[src/rtl/pwm_ctrl_pkg.sv]
// Shared definitions for the PWM control stage: register map, bit positions, ramp FSM encoding
// and the saturating duty stepper.
package pwm_ctrl_pkg;

  localparam logic [2:0] IDX_CTRL     = 3'd0;
  localparam logic [2:0] IDX_PERIOD   = 3'd1;
  localparam logic [2:0] IDX_DUTY     = 3'd2;
  localparam logic [2:0] IDX_RAMP     = 3'd3;
  localparam logic [2:0] IDX_STATUS   = 3'd4;
  localparam logic [2:0] IDX_CUR_DUTY = 3'd5;

  localparam int CTRL_ENABLE_BIT     = 0;
  localparam int CTRL_RAMP_START_BIT = 1;
  localparam int CTRL_IRQ_EN_BIT     = 2;

  localparam int STATUS_BUSY_BIT = 0;
  localparam int STATUS_DONE_BIT = 1;

  typedef enum logic {
    RAMP_IDLE = 1'b0,
    RAMP_RUN  = 1'b1
  } ramp_state_t;

  // One step of cur toward target; 17-bit math so neither direction can wrap past the target.
  function automatic logic [15:0] ramp_step_value(input logic [15:0] cur,
                                                  input logic [15:0] target,
                                                  input logic [15:0] step);
    logic [16:0] sum;
    logic [16:0] diff;
    sum  = {1'b0, cur} + {1'b0, step};
    diff = {1'b0, cur} - {1'b0, step};
    if (cur < target) begin
      return (sum >= {1'b0, target}) ? target : sum[15:0];
    end else if (cur > target) begin
      return (diff[16] || (diff <= {1'b0, target})) ? target : diff[15:0];
    end else begin
      return target;
    end
  endfunction

endpackage

[src/rtl/pwm_ctrl_if.sv]
// Peripheral bus port of the PWM control stage.
// Handshake: read or write is a one-cycle request strobe with no back-pressure; ack pulses exactly
// one cycle later and read_data is valid in that same cycle.
interface pwm_ctrl_if #(
  parameter int ADDR_WIDTH = 8
);
  logic                  read;
  logic                  write;
  logic [ADDR_WIDTH-1:0] address;
  logic [31:0]           write_data;
  logic [31:0]           read_data;
  logic                  ack;

  modport master (
    output read, write, address, write_data,
    input  read_data, ack
  );

  modport slave (
    input  read, write, address, write_data,
    output read_data, ack
  );
endinterface

[src/rtl/pwm_ctrl_ramp.sv]
// Duty ramp engine: IDLE/RAMP FSM, period divider and saturating stepper toward the target duty.
module pwm_ctrl_ramp
  import pwm_ctrl_pkg::*;
(
  input  logic        clk,
  input  logic        reset,
  input  logic        enable,
  input  logic        start,
  input  logic        tick,
  input  logic [15:0] cur_duty,
  input  logic [15:0] target,
  input  logic [15:0] step,
  input  logic [15:0] div,
  input  logic        done_clr,
  output logic        duty_load,
  output logic [15:0] duty_new,
  output logic        done,
  output ramp_state_t state
);

  ramp_state_t state_q;
  ramp_state_t state_d;
  logic [15:0] div_cnt_q;
  logic [16:0] div_cnt_inc;
  logic [15:0] div_eff;
  logic        fire;
  logic        finish;
  logic        done_q;

  assign div_eff     = (div == 16'd0) ? 16'd1 : div;
  assign div_cnt_inc = {1'b0, div_cnt_q} + 17'd1;
  // A restart or an abort in the same cycle as the dividing tick suppresses the step.
  assign fire        = (state_q == RAMP_RUN) && enable && !start && tick &&
                       (div_cnt_inc >= {1'b0, div_eff});
  assign duty_new    = ramp_step_value(cur_duty, target, step);
  assign finish      = (duty_new == target) || (step == 16'd0);

  always_ff @(posedge clk) begin
    if (reset) state_q <= RAMP_IDLE;
    else       state_q <= state_d;
  end

  always_comb begin
    state_d = state_q;
    case (state_q)
      RAMP_IDLE: if (start && enable) state_d = RAMP_RUN;
      RAMP_RUN: begin
        if (!enable)            state_d = RAMP_IDLE;
        else if (start)         state_d = RAMP_RUN;
        else if (fire && finish) state_d = RAMP_IDLE;
      end
      default: state_d = RAMP_IDLE;
    endcase
  end

  always_comb begin
    duty_load = fire;
    state     = state_q;
    done      = done_q;
  end

  always_ff @(posedge clk) begin
    if (reset) begin
      div_cnt_q <= 16'd0;
      done_q    <= 1'b0;
    end else begin
      if (start && enable)                     div_cnt_q <= 16'd0;
      else if ((state_q == RAMP_RUN) && tick)  div_cnt_q <= fire ? 16'd0 : div_cnt_inc[15:0];
      if (fire && finish) done_q <= 1'b1;
      else if (done_clr)  done_q <= 1'b0;
    end
  end

endmodule

[src/rtl/pwm_ctrl.sv]
// Bus-mapped PWM control stage: shadow registers committed on PWM period boundaries plus duty ramp.
// Optional interrupt on ramp completion when PWM_CTRL_IRQ_EN is defined.
module pwm_ctrl #(
  parameter int ADDR_WIDTH = 8
) (
  input  logic        clk,
  input  logic        reset,
  pwm_ctrl_if.slave   bus,
  output logic [15:0] duty_cycle,
  output logic [15:0] period,
  output logic        irq
);
  import pwm_ctrl_pkg::*;

  logic [2:0]  idx;
  logic        enable_q, enable_d;
  logic [15:0] period_sh_q, period_sh_d;
  logic [15:0] duty_sh_q, duty_sh_d;
  logic [15:0] step_q, div_q;
  logic [15:0] period_active, duty_active;
  logic [15:0] cnt_q;
  logic        tick;
  logic        ramp_start, done_clr;
  logic        duty_load, busy, done;
  logic [15:0] duty_new;
  ramp_state_t ramp_state;
  logic [31:0] rdata_mux;
  logic [31:0] read_data_q;
  logic        ack_q;
  logic        irq_en_q;
  logic        unused_addr;

  assign idx         = bus.address[4:2];
  assign unused_addr = ^{bus.address[ADDR_WIDTH-1:5], bus.address[1:0]};

  // Next shadow values so a disabled commit already sees the write of this cycle.
  always_comb begin
    enable_d    = enable_q;
    period_sh_d = period_sh_q;
    duty_sh_d   = duty_sh_q;
    ramp_start  = 1'b0;
    done_clr    = 1'b0;
    if (bus.write) begin
      case (idx)
        IDX_CTRL: begin
          enable_d   = bus.write_data[CTRL_ENABLE_BIT];
          ramp_start = bus.write_data[CTRL_RAMP_START_BIT];
        end
        IDX_PERIOD: period_sh_d = bus.write_data[15:0];
        IDX_DUTY:   duty_sh_d   = bus.write_data[15:0];
        IDX_STATUS: done_clr    = bus.write_data[STATUS_DONE_BIT];
        default: ;
      endcase
    end
  end

  // Mirrors the PWM counter so commits land exactly on its wrap.
  assign tick = enable_q && (cnt_q >= period_active);

  always_ff @(posedge clk) begin
    if (reset) begin
      enable_q      <= 1'b0;
      period_sh_q   <= 16'd0;
      duty_sh_q     <= 16'd0;
      step_q        <= 16'd0;
      div_q         <= 16'd0;
      cnt_q         <= 16'd0;
      period_active <= 16'd0;
      duty_active   <= 16'd0;
    end else begin
      enable_q    <= enable_d;
      period_sh_q <= period_sh_d;
      duty_sh_q   <= duty_sh_d;
      if (bus.write && (idx == IDX_RAMP)) begin
        step_q <= bus.write_data[15:0];
        div_q  <= bus.write_data[31:16];
      end
      if (!enable_q || tick) cnt_q <= 16'd0;
      else                   cnt_q <= cnt_q + 16'd1;
      if (!enable_q || tick) period_active <= period_sh_d;
      if (!enable_q)              duty_active <= duty_sh_d;
      else if (duty_load)         duty_active <= duty_new;
      else if (tick && !busy)     duty_active <= duty_sh_d;
    end
  end

`ifdef PWM_CTRL_IRQ_EN
  always_ff @(posedge clk) begin
    if (reset) irq_en_q <= 1'b0;
    else if (bus.write && (idx == IDX_CTRL)) irq_en_q <= bus.write_data[CTRL_IRQ_EN_BIT];
  end
  assign irq = done & irq_en_q;
`else
  assign irq_en_q = 1'b0;
  assign irq      = 1'b0;
`endif

  pwm_ctrl_ramp u_ramp (
    .clk       (clk),
    .reset     (reset),
    .enable    (enable_d),
    .start     (ramp_start),
    .tick      (tick),
    .cur_duty  (duty_active),
    .target    (duty_sh_q),
    .step      (step_q),
    .div       (div_q),
    .done_clr  (done_clr),
    .duty_load (duty_load),
    .duty_new  (duty_new),
    .done      (done),
    .state     (ramp_state)
  );

  assign busy = (ramp_state == RAMP_RUN);

  always_comb begin
    rdata_mux = 32'd0;
    case (idx)
      IDX_CTRL: begin
        rdata_mux[CTRL_ENABLE_BIT] = enable_q;
        rdata_mux[CTRL_IRQ_EN_BIT] = irq_en_q;
      end
      IDX_PERIOD:   rdata_mux[15:0] = period_sh_q;
      IDX_DUTY:     rdata_mux[15:0] = duty_sh_q;
      IDX_RAMP:     rdata_mux       = {div_q, step_q};
      IDX_STATUS: begin
        rdata_mux[STATUS_BUSY_BIT] = busy;
        rdata_mux[STATUS_DONE_BIT] = done;
      end
      IDX_CUR_DUTY: rdata_mux[15:0] = duty_cycle;
      default: ;
    endcase
  end

  always_ff @(posedge clk) begin
    if (reset) begin
      ack_q       <= 1'b0;
      read_data_q <= 32'd0;
    end else begin
      ack_q       <= bus.read | bus.write;
      read_data_q <= (bus.read && !bus.write) ? rdata_mux : 32'd0;
    end
  end

  assign bus.ack       = ack_q;
  assign bus.read_data = read_data_q;
  assign duty_cycle    = enable_q ? duty_active : 16'd0;
  assign period        = period_active;

endmodule

[src/flat_wrapper.sv]
// flat-port wrapper written by rule: the top's interface ports become plain ports
module pwm_ctrl_flat import pwm_ctrl_pkg::*;
#(
  parameter int ADDR_WIDTH = 8
)
  (clk, reset, duty_cycle, period, irq, bus_read, bus_write, bus_address, bus_write_data, bus_read_data, bus_ack);
  pwm_ctrl_if #(.ADDR_WIDTH(ADDR_WIDTH)) bus_i ();
  input  logic clk;
  input  logic reset;
  output logic [15:0] duty_cycle;
  output logic [15:0] period;
  output logic irq;
  input wire logic [$bits(bus_i.read)-1:0] bus_read;
  input wire logic [$bits(bus_i.write)-1:0] bus_write;
  input wire logic [$bits(bus_i.address)-1:0] bus_address;
  input wire logic [$bits(bus_i.write_data)-1:0] bus_write_data;
  output wire logic [$bits(bus_i.read_data)-1:0] bus_read_data;
  output wire logic [$bits(bus_i.ack)-1:0] bus_ack;
  assign bus_i.read = bus_read;
  assign bus_i.write = bus_write;
  assign bus_i.address = bus_address;
  assign bus_i.write_data = bus_write_data;
  assign bus_read_data = bus_i.read_data;
  assign bus_ack = bus_i.ack;
  pwm_ctrl #(.ADDR_WIDTH(ADDR_WIDTH)) u_core (.clk(clk), .reset(reset), .bus(bus_i), .duty_cycle(duty_cycle), .period(period), .irq(irq));
endmodule
[config.mk]
export PLATFORM = sky130hd
export DESIGN_NAME = pwm_ctrl_flat
export DESIGN_NICKNAME = d
export VERILOG_FILES = /design/src/rtl/pwm_ctrl_pkg.sv /design/src/rtl/pwm_ctrl_if.sv /design/src/rtl/pwm_ctrl_ramp.sv /design/src/rtl/pwm_ctrl.sv /design/src/flat_wrapper.sv
export SDC_FILE = /design/constraint.sdc
export NUM_CORES = 1
export LEC_CHECK = 0
export ABC_AREA = 1
export CAP_MARGIN = 0
export CORE_MARGIN = 2
export CORE_UTILIZATION = 45
export CTS_CLUSTER_DIAMETER = 120
export DETAILED_ROUTE_END_ITERATION = 16
export GPL_TIMING_DRIVEN = 0
export PLACE_DENSITY_LB_ADDON = 0.08
export SYNTH_ARGS = -nofsm -noshare
export SYNTH_HDL_FRONTEND = slang
export SYNTH_SLANG_ARGS = --single-unit
[constraint.sdc]
create_clock -name clk -period 3.95 [get_ports clk]
set_clock_uncertainty 0.2 [all_clocks]
set_input_delay 0.5925 -clock clk [delete_from_list [all_inputs] [get_ports clk]]
set_output_delay 0.5925 -clock clk [all_outputs]
set_load 0.005 [all_outputs]
* After elaboration in Yosys (flattened, before gate mapping)
Cells that the tools add are included.
** Word-level totals
- Bits in registers :: 164
- Bits of input ports :: 44
** Cells by class
- $add $sub $neg :: 4
- Magnitude comparators :: 6
- Eq/ne operators :: 7
- Muxes and demuxes :: 31
- Bitwise operators :: 4
- Reductions and logical operators :: 26
** Operator list (count)
- 16-bit 2-to-1 mux :: 14
- 13-bit case mux with 4 select lines :: 1
- 17-bit by 16-bit >= comparator with 1-bit output :: 2
- 16-bit logical NOT :: 2
- 16-bit by 1-bit adder with 17-bit output (second input constant) :: 1
- 16-bit by 16-bit adder with 17-bit output :: 1
- 17-bit by 16-bit less-or-equal comparator with 1-bit output :: 1
- 16-bit by 16-bit subtractor with 17-bit output :: 1
- 16-bit by 1-bit adder with 16-bit output (second input constant) :: 1
- 16-bit == test :: 1
- 16-bit >= comparator :: 1
- 16-bit > comparator :: 1
- 16-bit less-than comparator :: 1
- 1-bit 2-to-1 mux :: 12
- 1-bit logical AND :: 11
- 3-bit by 2-bit == test with 1-bit output (second input constant) :: 2
- 3-bit == test (second input constant) :: 2
- 1-bit case mux with 6 select lines :: 1
- 2-bit OR reduction :: 3
- 1-bit case mux with 5 select lines :: 1
- 1-bit logical NOT :: 4
- 1-bit case mux with 4 select lines :: 1
- 3-bit by 1-bit == test with 1-bit output (second input constant) :: 1
- 3-bit logical NOT :: 1
- 7 further kinds :: 11

* Depth between registers and ports, before layout
Gate-level depths: netlist of run 1.
- Depth after elaboration :: 13
- Mapped depth :: 37
- Mapped depth without buffers :: 36

* Modules after synthesis
A second synthesis of run 1 with hierarchy kept.
** Unflattened totals
- Cell total of the unflattened synthesis :: 1820
- Area total of the unflattened synthesis :: 11957.7 sq um
** By module, submodules not included
- pwm_ctrl :: times used 1, cells each 853, area each 6326.1 sq um
- pwm_ctrl_ramp :: times used 1, cells each 967, area each 5631.7 sq um

* Least setup slack after synthesis of run 1
OpenSTA, ideal clock, no wires.
- Path type :: reg-to-reg
- From :: register u_core.duty_active[1]
- To :: register u_core.u_ramp.state_q, in the netlist u_core.u_ramp.state
- Library setup time :: 0.120 ns
- Arrival :: 3.748 ns
- Required time :: 3.630 ns
- Slack :: -0.119 ns
- Cell stages (with the launch flop) :: 34
- Buffers on the path :: 1
- Clock period less this slack :: 4.069 ns
- Cells stage by stage :: dfxtp_1 inv_1 fa_1 or2_4 a21oi_4 nand3_1 nand2_1 nand3_1 nand2_1 nand2_1 nand2_1 inv_1 ha_1 a21oi_1 nor2_1 a211oi_1 nand2_1 nand2_1 nand2_1 nand2_2 buf_2 nand3_1 nand2_1 nand2_1 nand3_1 nand2_1 nor2_1 nand2_1 nor2_2 nand2_1 nand2_1 nand2_2 nand2_1 a21oi_1
** Between the ends
- Longest elaborated chain between the ends :: 13
** Ends and longest elaborated chain
- from (decl) :: line pwm_ctrl.sv:20 : logic [15:0] period_active, duty_active;
- from (signal assigned) :: line pwm_ctrl.sv:81 : if (!enable_q) duty_active <= duty_sh_d;
- from (signal assigned) :: line pwm_ctrl.sv:82 : else if (duty_load) duty_active <= duty_new;
- from (signal assigned) :: line pwm_ctrl.sv:83 : else if (tick && !busy) duty_active <= duty_sh_d;
- 16-bit by 16-bit subtractor with 17-bit output :: line pwm_ctrl_pkg.sv:31 : diff = {1'b0, cur} - {1'b0, step};
- 17-bit by 16-bit less-or-equal comparator with 1-bit output :: line pwm_ctrl_pkg.sv:35 : return (diff[16] || (diff <= {1'b0, target})) ? target : diff[15:0];
- 1-bit logical OR :: line pwm_ctrl_pkg.sv:35
- 16-bit 2-to-1 mux :: line pwm_ctrl_pkg.sv:35
- 16-bit 2-to-1 mux :: line pwm_ctrl_pkg.sv:34 : end else if (cur > target) begin
- 16-bit 2-to-1 mux * :: line pwm_ctrl_pkg.sv:32 : if (cur < target) begin
- 16-bit == test * :: line pwm_ctrl_ramp.sv:36 : assign finish = (duty_new == target) || (step == 16'd0);
- 1-bit logical OR * :: line pwm_ctrl_ramp.sv:36
- 1-bit logical AND * :: line pwm_ctrl_ramp.sv:50 : else if (fire && finish) state_d = RAMP_IDLE;
- 1-bit 2-to-1 mux * :: line pwm_ctrl_ramp.sv:50
- 1-bit 2-to-1 mux * :: line pwm_ctrl_ramp.sv:49 : else if (start) state_d = RAMP_RUN;
- 1-bit 2-to-1 mux * :: line pwm_ctrl_ramp.sv:48 : if (!enable) state_d = RAMP_IDLE;
- 1-bit case mux with 2 select lines * :: line pwm_ctrl_ramp.sv:45 : case (state_q)
- to (signal assigned) :: line pwm_ctrl_ramp.sv:40 : else state_q <= state_d;
- to (decl) :: line pwm_ctrl_ramp.sv:21 : ramp_state_t state_q;
Every way passes the cells marked *; elsewhere a longest branch is shown, timed or not.
A chain may end at the register's enable or synchronous reset.

* Worst setup path in the final report of run 1
- From :: register u_core.step_q[0]
- To :: register u_core.u_ramp.state_q, in the netlist u_core.u_ramp.state
** Between the ends
- Longest elaborated chain between the ends :: 13
** Ends and longest elaborated chain
- from (decl) :: line pwm_ctrl.sv:19 : logic [15:0] step_q, div_q;
- from (signal assigned) :: line pwm_ctrl.sv:75 : step_q <= bus.write_data[15:0];
- 16-bit by 16-bit subtractor with 17-bit output :: line pwm_ctrl_pkg.sv:31
- 17-bit by 16-bit less-or-equal comparator with 1-bit output :: line pwm_ctrl_pkg.sv:35
- 1-bit logical OR :: line pwm_ctrl_pkg.sv:35
- 16-bit 2-to-1 mux :: line pwm_ctrl_pkg.sv:35
- 16-bit 2-to-1 mux :: line pwm_ctrl_pkg.sv:34
- 16-bit 2-to-1 mux :: line pwm_ctrl_pkg.sv:32
- 16-bit == test :: line pwm_ctrl_ramp.sv:36
- 1-bit logical OR * :: line pwm_ctrl_ramp.sv:36
- 1-bit logical AND * :: line pwm_ctrl_ramp.sv:50
- 1-bit 2-to-1 mux * :: line pwm_ctrl_ramp.sv:50
- 1-bit 2-to-1 mux * :: line pwm_ctrl_ramp.sv:49
- 1-bit 2-to-1 mux * :: line pwm_ctrl_ramp.sv:48
- 1-bit case mux with 2 select lines * :: line pwm_ctrl_ramp.sv:45
Marked as above.

==> out/metrics.yaml, run 1 <==
tightest_slew_ps: 887
final_area_mm2: 0.0149
timing.hold.ws_ps: 263
overflow: 0
cp_max_fo: 8
rsz0062_at_grt: "true"
synth.distinct_cells: 60
ctsHoldBuffers: 0
ys_seq_area_share_pct: 29.3
clkTransAtPathRegs_ps: 70
powerDensity_mw_per_mm2: 402
setup_violations: 18
synthArstFlopShare_pct: 0
gp_congestion: 0.952
drc: 0
finalWorstSetupSlack_ps: -737
synth_edf_count: 0
dieArea_mm2: 0.0262
p_total_mw: 5.97
slew_violations: 0
antenna_cells: 0
dp.cells: 2065
drv_cap: 0
dp_slack_ps: -1050
cts.root.buffer_cell: "clkbuf_16"
synth_area_leaders: "dfxtp_1 (29%), ha_1 (13%), nand2_1 (11%), inv_1 (7.2%), nand3_1 (6.8%)"
dp_hpwl_um: 31900
via_per_inst: 5.53
drt-pass1-iter-count: 6
cts_max_level: 4
worstSetupPathType: "reg -> reg"
grtUsageTotal_pct: 30.9
worstPathArrival_ps: 4790
max_freq_mhz: 213
endpoint_kind: "flip-flop"
grt_max_degree: 18
synth_top_area_cell: "dfxtp_1"
insertion_delay_ps: 430
synth_nets: 1799
cts_buffers: 17
violations: "negative setup slack"
ant_nets: 0
syn_area_mm2: 0.0112
numPortBuffers: 103
worst_setup_path_start_kind: "flip-flop"
synth_top_area_share_pct: 29.3
rows: 57
fin_crit_ps: 4690
hold_viol: 0
die_w_um: 162
routed_wl_um: 41100
max_stage_delay_ps: 380
finalNonFillerCells: 2168
pin_count: 110
p_leak_nw: 6.83
synth.avg_cell_area_um2: 6.84
tritoncts: "built"
clock_path_buffers: 2
grt_pass1_vias: 11200
yosysMostFrequentCell: "nand2_1"
final_layout_size_suffix_gt1_share_pct: 19.2
cts.sinks: 164
place_area_mm2: 0.0127
cpMaxStageDelayCell: "dfxtp_4"
hold_class: "reg -> reg"
initial_utilization_pct: 45.9
outcome: "finished, violations left"
vias: 12000
cp.required_ps: 4060
grt_pass1_wl_um: 62600
min_period_over_period_pct: 119
ys_ff_latch: 164
fill_cells: 2328
area_growth_pct: 32.6
coreArea_mm2: 0.0244
synth_common_cells: "nand2_1 (322), inv_1 (215), nor2_1 (188), dfxtp_1 (164), nand3_1 (153)"
antenna_found_initial: 0
yosysWarnings: 0
dominantRegCellSynth: "dfxtp_1"
syn_inst: 1638
die-height_um: 162
final_nets: 1992
slew_headroom_pct: 40.9
wire_per_inst_um: 19.0
peakVddDrop_uv: 237
drt_iter0_drc: 1008
cells in the final DEF, fill, tap and decap left out, types with 9 or more instances in the layout:
cell type and count:
a211oi_1 14, a21oi_1 99, a221oi_1 14, buf_4 67, buf_6 19, clkbuf_1 31, clkbuf_16 18, clkdlybuf4s50_1 103
dfxtp_1 152, dfxtp_2 9, ha_1 101, ha_4 14, inv_1 203, inv_2 14, inv_6 9, nand2_1 260
nand2_2 54, nand2_4 12, nand3_1 113, nand3_2 36, nand3b_1 10, nand4_1 14, nor2_1 174, nor2_2 11
nor3_1 31, o211ai_1 16, o21ai_0 70, o22ai_1 19, or2_2 14, xor2_1 23
flip-flops by register name, summed over array words and instances, names as in the netlist:
signal and cells:
u_core.duty_active 16, u_core.step_q 16, u_core.div_q 16, u_core.enable_q 1, u_core.u_ramp.done 1, u_core.period 16
u_core.u_ramp.div_cnt_q 16, u_core.duty_sh_q 16, u_core.bus.ack 1, u_core.bus.read_data 32, u_core.u_ramp.state 1, u_core.cnt_q 16
u_core.period_sh_q 16
report_power, final:
| group | total (mW) | switching (mW) | internal [mW] |
|---|---|---|---|
| clock network | 1.62 | 0.770 | 0.852 |
| logic | 2.61 | 1.56 | 1.05 |
| registers | 1.74 | 0.0467 | 1.70 |
repair_timing:
item / in CTS / in global routing
gates resized for setup: 154 / 104
setup endpoints to repair: 18 / 31
pin swaps: 77 / 74
setup buffers: 58 / 12
gates cloned: 5 / 1
final timing paths:
kind	from	to	slack, ps	cells after the start
worst max-delay path	u_core.step_q[0]$_SDFFE_PP0P_	u_core.u_ramp.state$_SDFF_PP0_	-740	32
worst min-delay path	u_core.cnt_q[0]$_SDFF_PP0_	u_core.cnt_q[0]$_SDFF_PP0_	260	1
worst max register to register	u_core.step_q[0]$_SDFFE_PP0P_	u_core.u_ramp.state$_SDFF_PP0_	-740	32
worst min register to register	u_core.cnt_q[0]$_SDFF_PP0_	u_core.cnt_q[0]$_SDFF_PP0_	260	1
kinds of logic (layout without fill, tap and decap cells):
group | after synthesis | after routing | share of synthesized area, %
and+or+nand+nor | 767 | 767 | 30.0
buffers and inverters | 283 | 489 | 10.4
AOI/OAI and AO/OA | 270 | 270 | 14.2
DFF | 164 | 164 | 29.3
adders and majority gates | 117 | 117 | 13.2
xor gates and xnor gates | 36 | 36 | 2.81
other | 1 | 1 | 0.0335
cell type report:
cell class | count | area [um2] | share of cell area [%]
clock inverters | 14 | 128 | 0.859
plain buffers | 61 | 394 | 2.65
multi-input cells | 1191 | 7700 | 51.9
clock buffers | 18 | 439 | 2.96
well taps | 324 | 405 | 2.73
inverters | 222 | 838 | 5.64
flip-flops and latches | 164 | 3310 | 22.3
repair buffers | 174 | 1640 | 11.0
per-layer routing:
| metal | share of wire [%] | GRT usage [%] | vias to the layer above |
|---|---|---|---|
| met2 | 44 | 49.1 | 479 |
| met5 | 0 | 0 | - |
| met4 | 2.3 | 8.05 | 0 |
| li1 | - | - | 5800 |
| met1 | 46 | 43.4 | 5626 |
| met3 | 7.1 | 5.41 | 78 |
critical path, delay by kind of cell, from the launching register on:
kind	cells	cell delay (ps)
fa+ha+maj	3	740
xor+xnor	1	190
simple gates	22	2360
flops	1	380
buf+inv	4	360
compound gates	2	310
per-stage QoR:
stage / TNS, ps / utilization [%]
6_report: -6590 / 60.9
5_1_grt: -9650 / 60.9
4_1_cts: -3630 / 58.8
3_5_place_dp: -11210 / 52.0
3_3_place_gp: -10980 / 52.0
2_1_floorplan: -5.70 / -
Power figures use the tool's default switching activity.
==> run 2: changes to the inputs <==
--- a/config.mk
+++ b/config.mk
@@ -12,2 +12,3 @@
 export CTS_CLUSTER_DIAMETER = 120
+export CTS_CLUSTER_SIZE = 14
 export DETAILED_ROUTE_END_ITERATION = 16
==> constraint.sdc (replaced) <==
create_clock -name clk -period 3.95 [get_ports clk]
set_clock_uncertainty 0.2 [all_clocks]
set_input_delay 0.79 -clock clk [delete_from_list [all_inputs] [get_ports clk]]
set_output_delay 0.79 -clock clk [all_outputs]
set_load 0.005 [all_outputs]
==> results of run 2 <==
The final DEF is identical to that of run 1; final timing and power are the same.
==> patch (flow settings as in run 1) <==
The option `PWM_CTRL_IRQ_EN` is turned on by a define.
--- a/src/rtl/pwm_ctrl.sv
+++ b/src/rtl/pwm_ctrl.sv
@@ -1,4 +1,6 @@
 // Bus-mapped PWM control stage: shadow registers committed on PWM period boundaries plus duty ramp.
 // Optional interrupt on ramp completion when PWM_CTRL_IRQ_EN is defined.
+`define PWM_CTRL_IRQ_EN
+
 module pwm_ctrl #(
   parameter int ADDR_WIDTH = 8
Check against the original RTL: not equivalent (a bounded check fails within 4 cycles, from zero or initial values and one cycle with reset high).
==> patch against run 1 <==
  * The flow still finishes with violations (setup timing)
  * Die area is 0.94% lower
  * Synthesized cell count shrank 1.3%
  * Area after synthesis fell by 0.97%
  * Sequential cell count rose by 1
  * Total power increased by 1.1%
  * Sequential share of layout area is 0.29 points higher
  * Wire length fell by 3.7%
  * Via count barely moved
  * Final area down 0.20%
  * Critical path depth increased by 3
  * Worst hold slack about the same
  * Setup slack better by 0.099 ns
==> patch: results (changes against run 1) <==
status=complete, but fails checks (unchanged); failing checks=setup timing (unchanged); Worst-path clk slew=0.07 ns (about the same); clk_lat worst skew=0.43 ns (about the same); grt met2 use=0.457 (was 0.491); first-pass GRT wire length=60900 µm (was 62600 µm); post-route setup slack=-0.638 ns (was -0.737 ns); Net Sw Power=2.27 mW (was 2.37 mW); synth unique cells=52 (was 60); pre-CTS WS=-1.12 ns (was -1.05 ns); Met1 Routed Length=18400 µm (was 19000 µm); placed cells=2044 (was 2065); Area growth syn-to-layout=33.6% (was 32.6%); root buffer cell=clkbuf_16 (unchanged); CP peak stage delay=0.38 ns (about the same); cell family with most CP delay=simple AND/OR/NAND/NOR gates (unchanged); CP max stage cell=fa_2 (was dfxtp_4); DR WL met3=3390 µm (was 2910 µm); Detailed Place HPWL=30100 µm (was 31900 µm); WL met2=16900 µm (was 18200 µm); GR Util All Layers=0.299 (was 0.309); RD Place Congestion=0.970 (was 0.952); Cells after Synth=1617 (was 1638); vias in the first global route=11200 (about the same); Lkg Pwr=6.76 nW (was 6.83 nW); # fillers=2211 (was 2328); FF-to-FF path depth=35 (was 32); Post-Route Setup TNS=-3.55 ns (was -6.59 ns); setup violators final=17 (was 18); initial antenna violation count=0 (unchanged); Clock power frac=0.274 (was 0.272); largest net degree at the start of global routing=17 (was 18); Synth top cells by count=nand2_1, inv_1, nor2_1 (unchanged); CTS Buf Count=17 (unchanged); Largest Pwr Group=combinational logic (unchanged); Worst Setup SP=u_core.step_q[0] (unchanged); met1 Usage GRT=0.441 (was 0.434); crit path to=u_core.u_ramp.state (unchanged); first drt pass iteration count=6 (unchanged); Critical Path Fanout Max=6 (was 8); Antenna Cells=0 (unchanged); Placed Area=12600 µm² (was 12700 µm²); routed vias/inst=5.57 (was 5.53); via count=12000 (about the same); Synthesized Nets=1778 (was 1799); H-tree Lvls=4 (unchanged); PortBufs=103 (unchanged); P_comb=2.64 mW; synth top area cells=dfxtp_1, ha_1, nand2_1, inv_1, nor2_1 (was dfxtp_1, ha_1, nand2_1, inv_1, nand3_1); Clock Tree Buf Depth=2 (unchanged); sequential share of the synthesized area=0.298 (was 0.293); Worst slew margin=0.477 (was 0.409); VDD IR-drop max=234 µV (was 237 µV); Final Total Pwr=6.04 mW (was 5.97 mW); GR Util met3=0.0442 (was 0.0541); DR iter-0 viols=1238 (was 1008); Routed WL=39600 µm (was 41100 µm); ratio of cells with drive above 1 in the final layout=0.188 (was 0.192); Worst Path Required=4.03 ns (was 4.06 ns)
patch: cell types whose count changed in the layout (fill, tap and decap cells not counted), sizes merged, moves of 3 or more:
| cell | delta |
|---|---|
| clkinv | +4 |
| nand2 | -9 |
| clkinvlp | +4 |
| o21bai | +3 |
| or2 | -13 |
| a21oi | +15 |
| a22oi | +6 |
| o21a | +3 |
| nand4 | +3 |
| clkbuf | +5 |
| inv | -22 |
| o211ai | -7 |
| nor3 | -3 |
| nand3 | -13 |
patch: what timing repair did:
action | in CTS | in global routing
endpoints found under the setup margin | 28 | 30
cloned | 3 | 1
buffers inserted | 46 | 26
hold endpoints to repair | 0 | 0
gates resized for setup | 122 | 159
pin swaps | 56 | 88
patch: cell families (layout without fill, tap and decap cells):
logic type,after synthesis,after routing,share of synthesized area
buf+inv,271,481,0.0968
fa+ha+maj,117,117,0.133
xor+xnor,39,39,0.0308
flops,165,165,0.298
simple gates,733,733,0.286
compound gates,292,292,0.155
patch: final cells by class:
cell class	instances	share of cell area
Clock inverter	13	0.00895
Buffer	60	0.0266
Sequential cell	165	0.225
Inverter	211	0.0541
Multi-Input combinational cell	1181	0.512
Clock buffer	19	0.0306
Timing Repair Buffer	178	0.115
Tap cell	324	0.0274
patch: worst min-delay path by stage:
stage                          from              end  slack, ns  depth (start not counted)
finish              u_core.cnt_q[0]  u_core.cnt_q[0]       0.26                          1
global route        u_core.irq_en_q  u_core.irq_en_q       0.30                          2
CTS                 u_core.cnt_q[0]  u_core.cnt_q[0]       0.27                          1
detailed placement  u_core.cnt_q[0]  u_core.cnt_q[0]       0.26                          1
global placement    u_core.cnt_q[0]  u_core.cnt_q[0]       0.25                          1
floorplan           u_core.cnt_q[0]  u_core.cnt_q[0]       0.23                          1
